File: config.mk
export PLATFORM = sky130hd
export DESIGN_NAME = frame_monitor
export DESIGN_NICKNAME = d
export VERILOG_FILES = /design/src/rtl/frame_monitor.sv
export SDC_FILE = /design/constraint.sdc
export NUM_CORES = 1
export LEC_CHECK = 0
export BUFFER_PORTS_ARGS = -buffer_cell sky130_fd_sc_hd__clkbuf_2
export CORE_MARGIN = 4
export CORE_UTILIZATION = 50
export CTS_CLUSTER_SIZE = 16
export DETAILED_ROUTE_END_ITERATION = 10
export PLACE_DENSITY_LB_ADDON = 0.15
export SKIP_CTS_REPAIR_TIMING = 1
export SLEW_MARGIN = 15
export SYNTH_ARGS = -nofsm -noshare
export SYNTH_HDL_FRONTEND = slang
export SYNTH_SLANG_ARGS = --single-unit
File: constraint.sdc
create_clock -name clk -period 6.1 [get_ports clk]
set_input_delay 1.22 -clock clk [delete_from_list [all_inputs] [get_ports clk]]
set_output_delay 1.22 -clock clk [all_outputs]
set_load 0.1 [all_outputs]
File: src/rtl/frame_monitor.sv
// frame_monitor: receive-side checker for 16-bit AXI-Stream Ethernet-style frames.
// Validates preamble/SFD, header and length framing, and captures the header and a
// 32-bit payload byte checksum of the last good frame. Good and bad frames are counted.
// Ports:
//   clk, reset            clock, synchronous active-high reset
//   writedata/write/chipselect/address/read/readdata
//                         8-bit Avalon-MM slave; readdata is registered, 1-cycle latency
//   ingress_port_*        AXI-Stream sink; tdata[15:8] is the earlier byte on the wire
module frame_monitor #(
    parameter int MAX_PAYLOAD = 1500,
    parameter int STALL_EVERY = 0
) (
    input  logic        clk,
    input  logic        reset,
    input  logic [7:0]  writedata,
    input  logic        write,
    input  logic        chipselect,
    input  logic [7:0]  address,
    input  logic        read,
    output logic [7:0]  readdata,
    input  logic [15:0] ingress_port_tdata,
    input  logic        ingress_port_tvalid,
    input  logic        ingress_port_tlast,
    output logic        ingress_port_tready
);
    typedef enum logic [2:0] {IDLE, PREAMBLE, HEADER, PAYLOAD, DROP} state_t;

    localparam int          SN    = STALL_EVERY > 0 ? STALL_EVERY : 1;
    localparam logic [15:0] MAX_L = 16'(MAX_PAYLOAD);

    state_t           state, nxt;
    logic [3:0]       cnt;
    logic [15:0]      rem, stall_cnt;
    logic [15:0][7:0] sh_hdr, hdr_next, hdr;
    logic [31:0]      sh_sum, sum_next, sum;
    logic [15:0]      good_count;
    logic [7:0]       err_count, rd_mux;
    logic             last_err, sticky_pre, sticky_len, drop_len, drop_len_n;
    logic             xfer, pre_err, len_hdr, final_b, frame_err;
    logic             good_end, bad_end, bad_len, clr;
    logic [3:0]       idx;
    logic [15:0]      l_beat, sh_len;
    logic             unused_ok;

    assign unused_ok = ^writedata;
    assign xfer      = ingress_port_tvalid && ingress_port_tready;
    assign clr       = chipselect && write && address == 8'd24;
    // Header beats 4..11 land in byte slots 0..15 of the register map in order.
    assign idx       = {cnt[2:0] - 3'd4, 1'b0};
    assign l_beat    = {ingress_port_tdata[7:0], ingress_port_tdata[15:8]};
    assign sh_len    = {sh_hdr[13], sh_hdr[12]};
    assign pre_err   = (state == IDLE && ingress_port_tdata != 16'hAAAA) ||
                       (state == PREAMBLE && ingress_port_tdata != (cnt == 4'd3 ? 16'hAAAB : 16'hAAAA));
    assign len_hdr   = state == HEADER && cnt == 4'd10 && l_beat > MAX_L;
    // The beat that must carry tlast: type beat of an empty frame, or the last payload beat.
    assign final_b   = (state == HEADER && cnt == 4'd11 && sh_len == 16'd0) ||
                       (state == PAYLOAD && rem < 16'd3);
    // A tlast mismatch covers both runts (early tlast) and long frames (missing tlast).
    assign frame_err = pre_err || len_hdr || (ingress_port_tlast != final_b);

    always_comb begin
        nxt        = state;
        good_end   = 1'b0;
        bad_end    = 1'b0;
        bad_len    = drop_len;
        drop_len_n = drop_len;
        if (xfer) begin
            if (state == DROP) begin
                bad_end = ingress_port_tlast;
                nxt     = ingress_port_tlast ? IDLE : DROP;
            end else if (frame_err) begin
                bad_len    = !pre_err;
                drop_len_n = !pre_err;
                bad_end    = ingress_port_tlast;
                nxt        = ingress_port_tlast ? IDLE : DROP;
            end else if (final_b) begin
                good_end = 1'b1;
                nxt      = IDLE;
            end else begin
                nxt = state == IDLE ? PREAMBLE :
                      state == PREAMBLE && cnt == 4'd3 ? HEADER :
                      state == HEADER && cnt == 4'd11 ? PAYLOAD : state;
            end
        end
    end

    always_comb begin
        hdr_next = sh_hdr;
        if (state == HEADER) begin
            hdr_next[idx]        = ingress_port_tdata[15:8];
            hdr_next[idx | 4'd1] = ingress_port_tdata[7:0];
        end
        // Shadow checksum is zero outside PAYLOAD, so each frame starts from 0.
        sum_next = state == PAYLOAD ?
                   sh_sum + 32'(ingress_port_tdata[15:8]) +
                   (rem > 16'd1 ? 32'(ingress_port_tdata[7:0]) : 32'd0) : 32'd0;
    end

    always_comb begin
        rd_mux = 8'h00;
        if (address < 8'd16)
            rd_mux = hdr[address[3:0]];
        else
            case (address)
                8'd16:   rd_mux = sum[7:0];
                8'd17:   rd_mux = sum[15:8];
                8'd18:   rd_mux = sum[23:16];
                8'd19:   rd_mux = sum[31:24];
                8'd20:   rd_mux = good_count[7:0];
                8'd21:   rd_mux = good_count[15:8];
                8'd22:   rd_mux = err_count;
                8'd23:   rd_mux = {4'b0, sticky_len, sticky_pre, last_err, state != IDLE};
                default: rd_mux = 8'h00;
            endcase
    end

    always_ff @(posedge clk) begin
        if (reset) begin
            state               <= IDLE;
            cnt                 <= '0;
            rem                 <= '0;
            stall_cnt           <= '0;
            sh_hdr              <= '0;
            hdr                 <= '0;
            sh_sum              <= '0;
            sum                 <= '0;
            good_count          <= '0;
            err_count           <= '0;
            last_err            <= 1'b0;
            sticky_pre          <= 1'b0;
            sticky_len          <= 1'b0;
            drop_len            <= 1'b0;
            readdata            <= '0;
            ingress_port_tready <= 1'b0;
        end else begin
            stall_cnt           <= stall_cnt == 16'(SN - 1) ? 16'd0 : stall_cnt + 16'd1;
            ingress_port_tready <= STALL_EVERY == 0 || stall_cnt != 16'(SN - 1);
            readdata            <= chipselect && read ? rd_mux : 8'h00;
            if (xfer) begin
                state    <= nxt;
                cnt      <= nxt == IDLE ? 4'd0 : cnt + 4'd1;
                rem      <= state == HEADER ? sh_len : rem - 16'd2;
                sh_hdr   <= hdr_next;
                sh_sum   <= sum_next;
                drop_len <= drop_len_n;
            end
            if (good_end) begin
                hdr        <= hdr_next;
                sum        <= sum_next;
                good_count <= good_count + 16'd1;
                last_err   <= 1'b0;
            end
            if (bad_end) begin
                err_count  <= err_count == 8'hFF ? 8'hFF : err_count + 8'd1;
                last_err   <= 1'b1;
                sticky_pre <= sticky_pre || !bad_len;
                sticky_len <= sticky_len || bad_len;
            end
            // A clear write overrides any counter or sticky update from a frame end.
            if (clr) begin
                good_count <= '0;
                err_count  <= '0;
                sticky_pre <= 1'b0;
                sticky_len <= 1'b0;
            end
        end
    end
endmodule

# [Word-level counts from Yosys, hierarchy flattened]
# Cells that the tools add are included.
[word_totals] regBits=380 elab_cells=149
[classes] add_sub_neg=7 magnitude_cmp=9 n_eq_ne=20 mux=38 bitwise=1 n_reduce_logical=29
[op_table] operator="bitwise mux 128 bit" n=2
[op_table] operator="2-to-1 mux 128 bit" n=1
[op_table] operator="== test 8 x 5 -> 1 bit (second input constant)" n=9
[op_table] operator="adder 32 x 8 -> 32 bit" n=2
[op_table] operator="case mux 8 bit (8 select lines)" n=1
[op_table] operator="demux 8 bit (select 3 bit)" n=2
[op_table] operator="2-to-1 mux 8 bit" n=6
[op_table] operator="binary-select mux 8 bit (select 4 bit)" n=1
[op_table] operator="2-to-1 mux 32 bit" n=1
[op_table] operator="2-to-1 mux 3 bit" n=8
[op_table] operator="adder 16 x 1 -> 16 bit (second input constant)" n=1
[op_table] operator="greater-than comparator 16 x 1 -> 1 bit (second input constant)" n=1
[op_table] operator="greater-than comparator 16 x 11 -> 1 bit (second input constant)" n=1
[op_table] operator="zero test 16 bit" n=1
[op_table] operator="less-than comparator 16 x 2 -> 1 bit (second input constant)" n=1
[op_table] operator="2-to-1 mux 16 bit" n=1
[op_table] operator="inequality test 16 bit" n=1
[op_table] operator="inequality test 16 bit (second input constant)" n=1
[op_table] operator="subtractor 16 x 2 -> 16 bit (second input constant)" n=1
[op_table] operator="less-than comparator 4 x 5 -> 1 bit (second input constant)" n=3
[op_table] operator="logical AND 1 bit" n=14
[op_table] operator="2-to-1 mux 1 bit" n=14
[op_table] operator="adder 8 x 1 -> 8 bit (second input constant)" n=1
[op_table] operator="== test 4 bit (second input constant)" n=2
[op_table] operator="other kinds (18)" n=28

# [Longest topological paths before layout]
# Gate-level depths: netlist (run 1).
[logic_depth] word_depth=12 depth_mapped=16 ltp_nobuf=14

# [Least setup slack after synthesis (run 1)]
# Ideal clock, no wire load.
[synth_timing] path_kind="input-to-reg" start="input ingress_port_tdata[1]" end="register sum[23]" setup_time_ps=127 t_arrival_ps=4714 required_time_ps=5973 setup_slack_ps=1259 cell_stages=13 path_buffers=2 cell_sequence="buf_1 -> clkbuf_1 -> nor2b_1 -> fa_1 -> ha_1 -> fa_1 -> a21oi_1 -> o211ai_1 -> o41ai_1 -> nor2_1 -> nand3_1 -> xor2_1 -> o2bb2ai_1"
[synth_via] elab_chain_cells=8
[synth_rtl] item="from (decl)" line_no="21" text="input logic [15:0] ingress_port_tdata,"
[synth_rtl] item="branches (longest 8 deep; another with greater-than comparator 16 x 11 -> 1 bit)"
[synth_rtl] item="to (signal assigned)" line_no="149" text="sum <= sum_next;"
[synth_rtl] item="to (decl)" line_no="35" text="logic [31:0] sh_sum, sum_next, sum;"
# Parallel ways; which one is timed is not known.
# A chain may end at the register's enable or synchronous reset.

# [Worst setup path in the final report (run 1)]
[layout_timing] start="register rem[1]" end="register sh_sum[23]"
[layout_via] elab_chain_cells=4
[layout_rtl] item="from (decl)" line_no="33" text="logic [15:0] rem, stall_cnt;"
[layout_rtl] item="from (signal assigned)" line_no="142" text="rem <= state == HEADER ? sh_len : rem - 16'd2;"
[layout_rtl] item="greater-than comparator 16 x 1 -> 1 bit" line_no="96" text="(rem > 16'd1 ? 32'(ingress_port_tdata[7:0]) : 32'd0) : 32'd0;"
[layout_rtl] item="2-to-1 mux 8 bit" line_no="96"
[layout_rtl] item="adder 32 x 8 -> 32 bit" line_no="95" text="sh_sum + 32'(ingress_port_tdata[15:8]) +"
[layout_rtl] item="2-to-1 mux 32 bit" line_no="94" text="sum_next = state == PAYLOAD ?"
[layout_rtl] item="to (signal assigned)" line_no="144" text="sh_sum <= sum_next;"
[layout_rtl] item="to (decl)" line_no="35"
# No other way between the ends.

==> results.json, run 1 <==
{
  "io_buffers": 39,
  "synth_top_area_cell": "dfxtp_1",
  "status": "finished clean",
  "antenna_found_initial": 1,
  "die-area_mm2": 0.0391,
  "syn_area_mm2": 0.0180,
  "synth-edff-count": 0,
  "cts_made_buffers": 42,
  "holdCritPathClass": "register to register",
  "ir_worst_vdd_mv": 0.320,
  "syn_to_final_growth_pct": 9.88,
  "rsz0062_at_grt": "false",
  "skew_ns": 0.0121,
  "reg2reg_from": "rem[1]$_SDFFE_PP0P_",
  "seq_area_frac_synth": 0.423,
  "endpoint": "sh_sum[23]$_SDFFE_PP0P_",
  "ys.flop_type": "dfxtp_1",
  "finalSetupTns_ns": 0,
  "synth.distinct_cells": 67,
  "critPathCaptureType": "register",
  "final-max-slew-violation-count": 0,
  "min_period_ns": 4.70,
  "grt_pass1_vias": 13817,
  "firstDrtPassIters": 5,
  "p_per_area_mw_per_mm2": 277,
  "syn-mean-instance-area_um2": 8.84,
  "reg2reg_depth": 15,
  "dp_hpwl_um": 32100,
  "grt_pass1_wl_um": 78800,
  "fin_crit_sh": 0.770,
  "routed_wl_um": 50500,
  "grt_overflow_total": 0,
  "hold_violations": 0,
  "worstMarginPinSlew_ns": 1.26,
  "synth.most_common_cell": "dfxtp_1",
  "remaining_drc_errors": 0,
  "fmax_ghz": 0.213,
  "synth_cells": 2035,
  "synth_top_area_share": 0.423,
  "cellLeakagePower_nw": 7.27,
  "die_w_um": 198,
  "crit_fanout": 9,
  "grt_max_degree": 253,
  "async_flop_share": 0,
  "ys_top_cells_by_area": "dfxtp_1, mux2i_1, nor2_1, a211oi_1, mux4_2",
  "startpoint": "rem[1]$_SDFFE_PP0P_",
  "critical_path.startpoint_type": "register",
  "routedWlPerCell_um": 20.5,
  "num_rows": 69,
  "nets": 2032,
  "reg2reg_to": "sh_sum[23]$_SDFFE_PP0P_",
  "maxSlewHeadroom": 0.157,
  "setup_ws_ns": 1.40,
  "yosys_warnings": 0,
  "syn_nets": 2096,
  "yosys-top-cells-count": "dfxtp_1, nor2_1, nand2_1",
  "ys_ff_latch": 380,
  "slowest_stage": "and3_1",
  "drv_cap": 0,
  "clock-sinks": 380,
  "hold_slack_ns": 0.452,
  "crit_required_ns": 6.57,
  "detailedPlace.worstSlack_ns": 1.43,
  "clock_latency_ns": 0.55,
  "clock_path_buffers": 3,
  "critPathArrivalTime_ns": 5.17,
  "drive_gt1_frac": 0.0970,
  "io_pins": 48,
  "n_antenna_cell": 0,
  "coreArea_mm2": 0.0356,
  "start_util": 0.506,
  "grt_use_total": 0.254,
  "clkTransAtPathRegs_ns": 0.06,
  "drt_iter0_markers": 1352,
  "antenna_left": 0,
  "tritoncts": "yes",
  "path_class": "register to register",
  "gp_congestion": 0.889,
  "dieHeight_um": 198,
  "crit_path_cell_trace": "or3_1 -> nor2b_1 -> and3_1 -> nor2b_1 -> fa_1 -> ha_1 -> fa_1 -> a21oi_1 -> o211ai_1 -> o41ai_1 -> buf_4 -> nor2_1 -> nand3_1 -> or3_1 -> a31oi_1",
  "vias_per_cell": 5.98,
  "place_area_mm2": 0.0184,
  "htree_levels": 2,
  "vias": 14729,
  "rrSetupSlack_ns": 1.40,
  "total_power_mw": 5.48,
  "setup_violations": 0,
  "cpPeakStageDelay_ns": 0.53,
  "cts_root_buf": "clkbuf_16",
  "final_cell_area_mm2": 0.0198
}
[metrics by stage]
| stage | utilization | instances |
|---|---|---|
| finish | 0.556 | 2462 |
| global route | 0.556 | 2462 |
| CTS | 0.556 | 2462 |
| detailed placement | 0.516 | 2388 |
| global placement | 0.516 | 2388 |
| floorplan | - | 2035 |
[power by group]
group	total [mW]	switching [mW]	internal, mW
registers	2.51	0.0154	2.49
logic	0.391	0.263	0.128
clock network	2.58	1.03	1.55
[layout make-up]
type	instances	area, um^2
Inverter	16	60.1
Multi-Input combinational cell	1456	9630
Fill cell	3233	15800
Clock buffer	65	1270
Tap cell	461	577
Timing Repair Buffer	75	500
Sequential cell	380	7610
Clock inverter	9	129
[flip-flops by register name (all words and copies together), names as in the netlist, 8 cells and up]
register	flops
hdr	128
sh_hdr	128
sh_sum	32
sum	32
good_count	16
rem	16
err_count	8
readdata	8
[worst min path at each step]
stage                                  startpoint                 endpoint  slack [ns]  cells after the start
after detailed placement  sh_hdr[53]$_SDFFE_PP0P_  sh_hdr[53]$_SDFFE_PP0P_        0.45                      2
after global routing          sum[1]$_SDFFE_PP0P_      sum[1]$_SDFFE_PP0P_        0.47                      2
after floorplan           sticky_len$_SDFFE_PP0P_  sticky_len$_SDFFE_PP0P_        0.43                      2
final                     sh_hdr[53]$_SDFFE_PP0P_  sh_hdr[53]$_SDFFE_PP0P_        0.45                      2
after global placement    sh_hdr[54]$_SDFFE_PP0P_  sh_hdr[54]$_SDFFE_PP0P_        0.44                      2
after CTS                  sh_hdr[0]$_SDFFE_PP0P_   sh_hdr[0]$_SDFFE_PP0P_        0.45                      2
[routing by layer]
| layer | routed length [um] | track usage | part of all wire | vias up |
|---|---|---|---|---|
| li1 | - | - | - | 7173 |
| met1 | 22800 | 0.352 | 0.45 | 7104 |
| met2 | 23000 | 0.400 | 0.45 | 359 |
| met3 | 3200 | 0.0527 | 0.063 | 93 |
| met4 | 1520 | 0.0806 | 0.030 | 0 |
| met5 | 0 | 0 | 0 | - |
[critical path: cells and delay by family (launching register included)]
family | cells | cell delay, ns
AO/OA/AOI/OAI | 4 | 0.62
adder cells (fa/ha/maj) | 3 | 0.95
buffers and inverters | 1 | 0.18
flip-flops | 1 | 0.36
AND/OR/NAND/NOR | 7 | 2.50
[placed cells by master (no fill, tap or decap), types with 19 or more instances in the layout]
cell and n:
a211oi_1 135, a21oi_1 167, buf_4 34, clkbuf_16 43, clkbuf_2 37, dfxtp_1 380, mux2i_1 197, mux4_2 40
nand2_1 226, nand3_1 47, nor2_1 281, nor3_1 29, o21ai_0 40, o2bb2ai_1 20, or3_1 21, xor2_1 19
[logic make-up after synthesis]
family                     after synthesis  synth area share
xor gates and xnor gates                36            0.0175
buffers and inverters                  199            0.0437
and+or+nand+nor                        709             0.175
muxes                                  238             0.160
AOI/OAI and AO/OA                      451             0.162
adders and majority gates               22            0.0190
DFF                                    380             0.423
Power figures use the tool's default switching activity.
==> run 2, diff against run 1 <==
--- a/config.mk
+++ b/config.mk
@@ -5,6 +5,7 @@
 export SDC_FILE = /design/constraint.sdc
 export NUM_CORES = 1
 export LEC_CHECK = 0
+export ABC_AREA = 1
 export BUFFER_PORTS_ARGS = -buffer_cell sky130_fd_sc_hd__clkbuf_2
 export CORE_MARGIN = 4
 export CORE_UTILIZATION = 50
==> constraint.sdc (replaced) <==
create_clock -name clk -period 4.3 [get_ports clk]
set_input_delay 0.86 -clock clk [delete_from_list [all_inputs] [get_ports clk]]
set_output_delay 0.86 -clock clk [all_outputs]
set_load 0.1 [all_outputs]
==> run 2 against run 1 <==
Effect of this change: clock skew up 0.0077 ns; global-route usage grew 1.2 points; register-to-register slack got worse by 0.99 ns; clock-buffer cell count grew 3; routed wire length grew 11%.
==> results.json, run 2 <==
{
  "vias_per_cell": 5.62,
  "syn_to_final_growth_pct": 10.1,
  "holdCritPathClass": "register to register",
  "dp_cells": 3156,
  "whs_endpoint": "hdr[115]$_SDFFE_PP0P_",
  "critical_path.startpoint_type": "register",
  "antenna_left": 0,
  "yosys-top-cells-count": "o21ai_0, inv_1, dfxtp_1",
  "synth_cells": 2773,
  "dp_hpwl_um": 35200,
  "antenna_found_initial": 2,
  "path_class": "register to register",
  "syn-mean-instance-area_um2": 6.73,
  "syn_nets": 2834,
  "hp-start": "hdr[115]$_SDFFE_PP0P_",
  "p_per_area_mw_per_mm2": 403,
  "min_path_cells": 2,
  "clock_latency_ns": 0.56,
  "worstMarginPinSlew_ns": 1.17,
  "synth_top_area_share": 0.408,
  "coreArea_mm2": 0.0367,
  "reg2reg_depth": 16,
  "tritoncts": "yes",
  "grt_pass1_wl_um": 88800,
  "reg2reg_from": "rem[4]$_SDFFE_PP0P_",
  "n_antenna_cell": 0,
  "io_pins": 48,
  "fill_cells": 3527,
  "seq_area_frac_synth": 0.408,
  "fin_crit_sh": 0.905,
  "critPathArrivalTime_ns": 4.31,
  "start_util": 0.509,
  "final_cell_mix": "o21ai_0, inv_1, dfxtp_1, nand2_1, nor2_1",
  "hold_violations": 0,
  "yosys_warnings": 0,
  "cts_root_buf": "clkbuf_16",
  "num_rows": 70,
  "maxSlewHeadroom": 0.218,
  "synth.most_common_cell": "o21ai_0",
  "dieHeight_um": 201,
  "status": "finished clean",
  "synth.distinct_cells": 43,
  "min_period_ns": 3.89,
  "reg2reg_to": "sh_sum[10]$_SDFFE_PP0P_",
  "ys_top_cells_by_area": "dfxtp_1, o21ai_0, inv_1, nand2_1, nor2_1",
  "finalSetupTns_ns": 0,
  "nets": 2794,
  "vias": 18191,
  "skew_ns": 0.0198,
  "crit_fanout": 14,
  "grt_use_total": 0.266,
  "detailedPlace.worstSlack_ns": 0.372,
  "ir_worst_vdd_mv": 0.314,
  "drive_gt1_frac": 0.0614,
  "rsz0062_at_grt": "false",
  "critPathCaptureType": "register",
  "htree_levels": 2,
  "instances_no_fill": 3235,
  "drt_iter0_markers": 1617,
  "routedWlPerCell_um": 17.4,
  "grt_overflow_total": 0,
  "grt_max_degree": 129,
  "synth_top_area_cell": "dfxtp_1",
  "clock-sinks": 380,
  "clock_path_buffers": 3,
  "die_w_um": 201,
  "remaining_drc_errors": 0,
  "biggestRegsByFlops": "hdr x128, sh_hdr x128",
  "routed_wl_um": 56300,
  "async_flop_share": 0,
  "drv_cap": 0,
  "grt_pass1_vias": 16832,
  "die-area_mm2": 0.0405,
  "cellLeakagePower_nw": 8.68,
  "ys.flop_type": "dfxtp_1",
  "setup_violations": 0,
  "final-max-slew-violation-count": 0,
  "clkTransAtPathRegs_ns": 0.06,
  "firstDrtPassIters": 5,
  "gp_congestion": 0.905,
  "final_common_cell": "o21ai_0",
  "crit_required_ns": 4.72,
  "io_buffers": 39,
  "rrSetupSlack_ns": 0.41,
  "syn_area_mm2": 0.0187,
  "fmax_ghz": 0.257,
  "ys_ff_latch": 380,
  "cts_made_buffers": 43,
  "setup_ws_ns": 0.410,
  "synth-edff-count": 0,
  "total_power_mw": 8.27
}
## run 2: how the worst max path moves through the flow
stage	start	end	cells past startpoint
final	rem[4]$_SDFFE_PP0P_	sh_sum[10]$_SDFFE_PP0P_	16
after global routing	rem[13]$_SDFFE_PP0P_	sh_sum[10]$_SDFFE_PP0P_	16
after CTS	rem[4]$_SDFFE_PP0P_	sh_sum[27]$_SDFFE_PP0P_	20
after detailed placement	rem[4]$_SDFFE_PP0P_	sh_sum[27]$_SDFFE_PP0P_	20
after global placement	rem[6]$_SDFFE_PP0P_	sh_sum[27]$_SDFFE_PP0P_	20
after floorplan	rem[4]$_SDFFE_PP0P_	sh_sum[17]$_SDFFE_PP0P_	18
## run 2: kinds of logic after synthesis
kind of cell             Yosys count  synth area share
adder cells (fa/ha/maj)           22            0.0184
AO/OA/AOI/OAI                    887             0.248
XOR/XNOR                          14           0.00657
AND/OR/NAND/NOR                  907             0.200
flip-flops                       380             0.408
buffers and inverters            563             0.120
## run 2: power breakdown
group | switching [mW] | internal [mW]
clock network | 1.51 | 2.20
logic | 0.585 | 0.274
registers | 0.0786 | 3.63
## run 2: worst max-delay path, stage by stage (launching register included)
cell and delay, ns:
dfxtp_1 0.34, nor2_2 0.21, nand2_2 0.11, nor2_2 0.11, nand3_1 0.36, nand2_1 0.16, inv_1 0.06, fa_1 0.43
ha_1 0.36, nand3_1 0.10, nand3_1 0.10, a21oi_1 0.27, nor2_1 0.09, nand2_1 0.07, nand3_1 0.44, o21ai_0 0.43
a21oi_1 0.10
## run 2: area by class of cell
cell class,count,area [um^2],share of cell area
tap,468,586,0.0285
sequential,380,7610,0.370
inverter,404,1530,0.0743
clock buffer,68,1300,0.0633
multi-input combinational,1830,8840,0.430
clock inverter,11,126,0.00615
timing repair buffer,74,561,0.0273
## run 2: layer usage
metal	vias up	part of all wire	global-route usage
li1	9022	-	-
met1	8466	0.43	0.344
met2	573	0.46	0.442
met3	126	0.073	0.0496
met4	4	0.041	0.105
met5	-	0.00041	0
## run 2: per-stage QoR
| step | hold WS, ns | util | instance area, um^2 |
|---|---|---|---|
| global placement | 0.435 | 0.521 | 19100 |
| finish | 0.451 | 0.560 | 20500 |
| global route | 0.467 | 0.560 | 20500 |
| detailed placement | 0.439 | 0.521 | 19100 |
| CTS | 0.448 | 0.560 | 20500 |
| floorplan | 0.425 | - | 18700 |
==> run 3, diff against run 2 <==
--- a/config.mk
+++ b/config.mk
@@ -7,11 +7,14 @@
 export LEC_CHECK = 0
 export ABC_AREA = 1
 export BUFFER_PORTS_ARGS = -buffer_cell sky130_fd_sc_hd__clkbuf_2
+export CORE_ASPECT_RATIO = 0.6
 export CORE_MARGIN = 4
 export CORE_UTILIZATION = 50
 export CTS_CLUSTER_SIZE = 16
 export DETAILED_ROUTE_END_ITERATION = 10
+export MAX_ROUTING_LAYER = met4
 export PLACE_DENSITY_LB_ADDON = 0.15
+export RECOVER_POWER = 50
 export SKIP_CTS_REPAIR_TIMING = 1
 export SLEW_MARGIN = 15
 export SYNTH_ARGS = -nofsm -noshare
==> run 3 against run 2 <==
Effect of this change: the run now ends with capacitance limit, slew limit left; combinational power up 2%; cell area down 1.2%; worst setup slack worse by 0.082 ns; critical path type is now input pin to register; first-iteration DRC count up 50%; die area up 0.25%; worst hold slack better by 0.0035 ns; cell count up 1.2%; critical path depth down 11; routed wire length up 6.3%.
==> results.json, run 3 (synthesis gave the netlist of run 2 again) <==
{
  "tritoncts": "yes",
  "start_util": 0.511,
  "dieHeight_um": 158,
  "critical_path.startpoint_type": "input pin",
  "cpPeakStageDelay_ns": 1.88,
  "fin_crit_sh": 0.924,
  "violations": "capacitance limit, slew limit",
  "antenna_left": 0,
  "setup_violations": 0,
  "cts_root_buf": "clkbuf_16",
  "worstMarginPinSlew_ns": 2.47,
  "holdCritPathClass": "register to register",
  "status": "complete, but fails checks",
  "gp_congestion": 0.955,
  "instances_no_fill": 3274,
  "final-max-slew-violation-count": 302,
  "grtUsageMet1": 0.460,
  "fmax_ghz": 0.252,
  "maxSlewHeadroom": -0.658,
  "syn_to_final_growth_pct": 8.81,
  "hp-start": "hdr[2]$_SDFFE_PP0P_",
  "rsz0062_at_grt": "false",
  "remaining_drc_errors": 0,
  "path_class": "input pin to register",
  "rrSetupSlack_ns": 0.41,
  "htree_levels": 2,
  "antenna_found_initial": 3,
  "vias": 18611,
  "place_area_mm2": 0.0192,
  "crit_family": "buffers and inverters",
  "clock_latency_ns": 0.55,
  "critPathArrivalTime_ns": 4.32,
  "routed_wl_um": 59800,
  "whs_endpoint": "hdr[2]$_SDFFE_PP0P_",
  "cellLeakagePower_nw": 8.54,
  "nets": 2807,
  "routedWlPerCell_um": 18.3,
  "drt_iter0_markers": 2424,
  "io_buffers": 39,
  "final_cell_area_mm2": 0.0203,
  "firstDrtPassIters": 5,
  "crit_path_cell_trace": "buf_4 -> clkinvlp_2 -> clkbuf_2 -> o21ai_0 -> a21oi_1",
  "cts_made_buffers": 37,
  "crit_fanout": 63,
  "ir_worst_vdd_mv": 0.272,
  "reg2reg_to": "sh_sum[17]$_SDFFE_PP0P_",
  "skew_ns": 0.0285,
  "grt_max_degree": 104,
  "critPathCaptureType": "register",
  "coreArea_mm2": 0.0366,
  "drv_cap": 4,
  "hold_slack_ns": 0.454,
  "grt.busiest_layer": "met1",
  "grt_use_total": 0.295,
  "biggestRegsByFlops": "hdr x128, sh_hdr x128",
  "reg2reg_from": "rem[6]$_SDFFE_PP0P_",
  "die-area_mm2": 0.0406,
  "min_period_ns": 3.97,
  "clkTransAtPathRegs_ns": 0.07,
  "finalSetupTns_ns": 0,
  "crit_buf_inv": 3,
  "grt.met3_usage": 0.0424,
  "fill_cells": 3597,
  "p_per_area_mw_per_mm2": 383,
  "io_pins": 48,
  "grt_pass1_vias": 16197,
  "final_cell_mix": "o21ai_0, inv_1, dfxtp_1, nand2_1, nor2_1",
  "dp_cells": 3211,
  "num_rows": 54,
  "crit_required_ns": 4.64,
  "reg2reg_depth": 18,
  "dp_hpwl_um": 40000,
  "vias_per_cell": 5.68,
  "met2_usage": 0.402,
  "drive_gt1_frac": 0.0574,
  "slowest_stage": "clkinvlp_2",
  "n_antenna_cell": 0,
  "clock-sinks": 380,
  "clock_path_buffers": 3,
  "die_w_um": 257,
  "grt_overflow_total": 0,
  "min_path_cells": 2,
  "grt_pass1_wl_um": 92600,
  "hold_violations": 0,
  "final_common_cell": "o21ai_0"
}
## run 3: area by class of cell
class | count | area, um^2 | share of cell area
clock buffer | 55 | 1100 | 0.0540
timing repair buffer | 93 | 572 | 0.0282
sequential | 380 | 7610 | 0.375
tap | 504 | 631 | 0.0311
clock inverter | 8 | 48.8 | 0.00240
inverter | 404 | 1520 | 0.0749
multi-input combinational | 1830 | 8830 | 0.435
## run 3: per-stage QoR
step	utilization	setup slack (ns)	total power [mW]
floorplan	-	1.18	4.37
detailed placement	0.526	0.540	4.64
finish	0.556	0.329	7.77
CTS	0.557	0.515	7.80
global route	0.556	0.0588	8.09
global placement	0.526	0.609	4.61
## run 3: how the worst max path moves through the flow
stage                         from                      end  slack [ns]  depth (start not counted)
2_1_floorplan  rem[4]$_SDFFE_PP0P_  sh_sum[17]$_SDFFE_PP0P_        1.18                         18
3_3_place_gp   rem[6]$_SDFFE_PP0P_  sh_sum[17]$_SDFFE_PP0P_        0.61                         18
3_5_place_dp   rem[6]$_SDFFE_PP0P_  sh_sum[17]$_SDFFE_PP0P_        0.54                         18
4_1_cts        rem[6]$_SDFFE_PP0P_  sh_sum[17]$_SDFFE_PP0P_        0.51                         18
5_1_grt        rem[6]$_SDFFE_PP0P_  sh_sum[17]$_SDFFE_PP0P_        0.06                         18
6_report                     reset     sum[13]$_SDFFE_PP0P_        0.33                          5
## run 3: worst min-delay path: cells and delay by family, from the launching register on
kind	cells	cell delay [ns]
DFF	1	0.30
AOI/OAI and AO/OA	1	0.05
buffers and inverters	1	0.06
## run 3: layer usage
metal  vias to the layer above  wire (um)
met5                         -          0
met4                         0       1260
met3                       103       5790
met2                       783      23500
met1                      8698      29200
li1                       9027          -
## run 3: power by group
group | total, mW | switching [mW] | leakage, nW | internal [mW]
registers | 3.71 | 0.0813 | 3.09 | 3.63
clock network | 3.19 | 1.42 | 0.560 | 1.77
logic | 0.877 | 0.599 | 4.89 | 0.277
total | 7.77 | 2.10 | 8.54 | 5.67
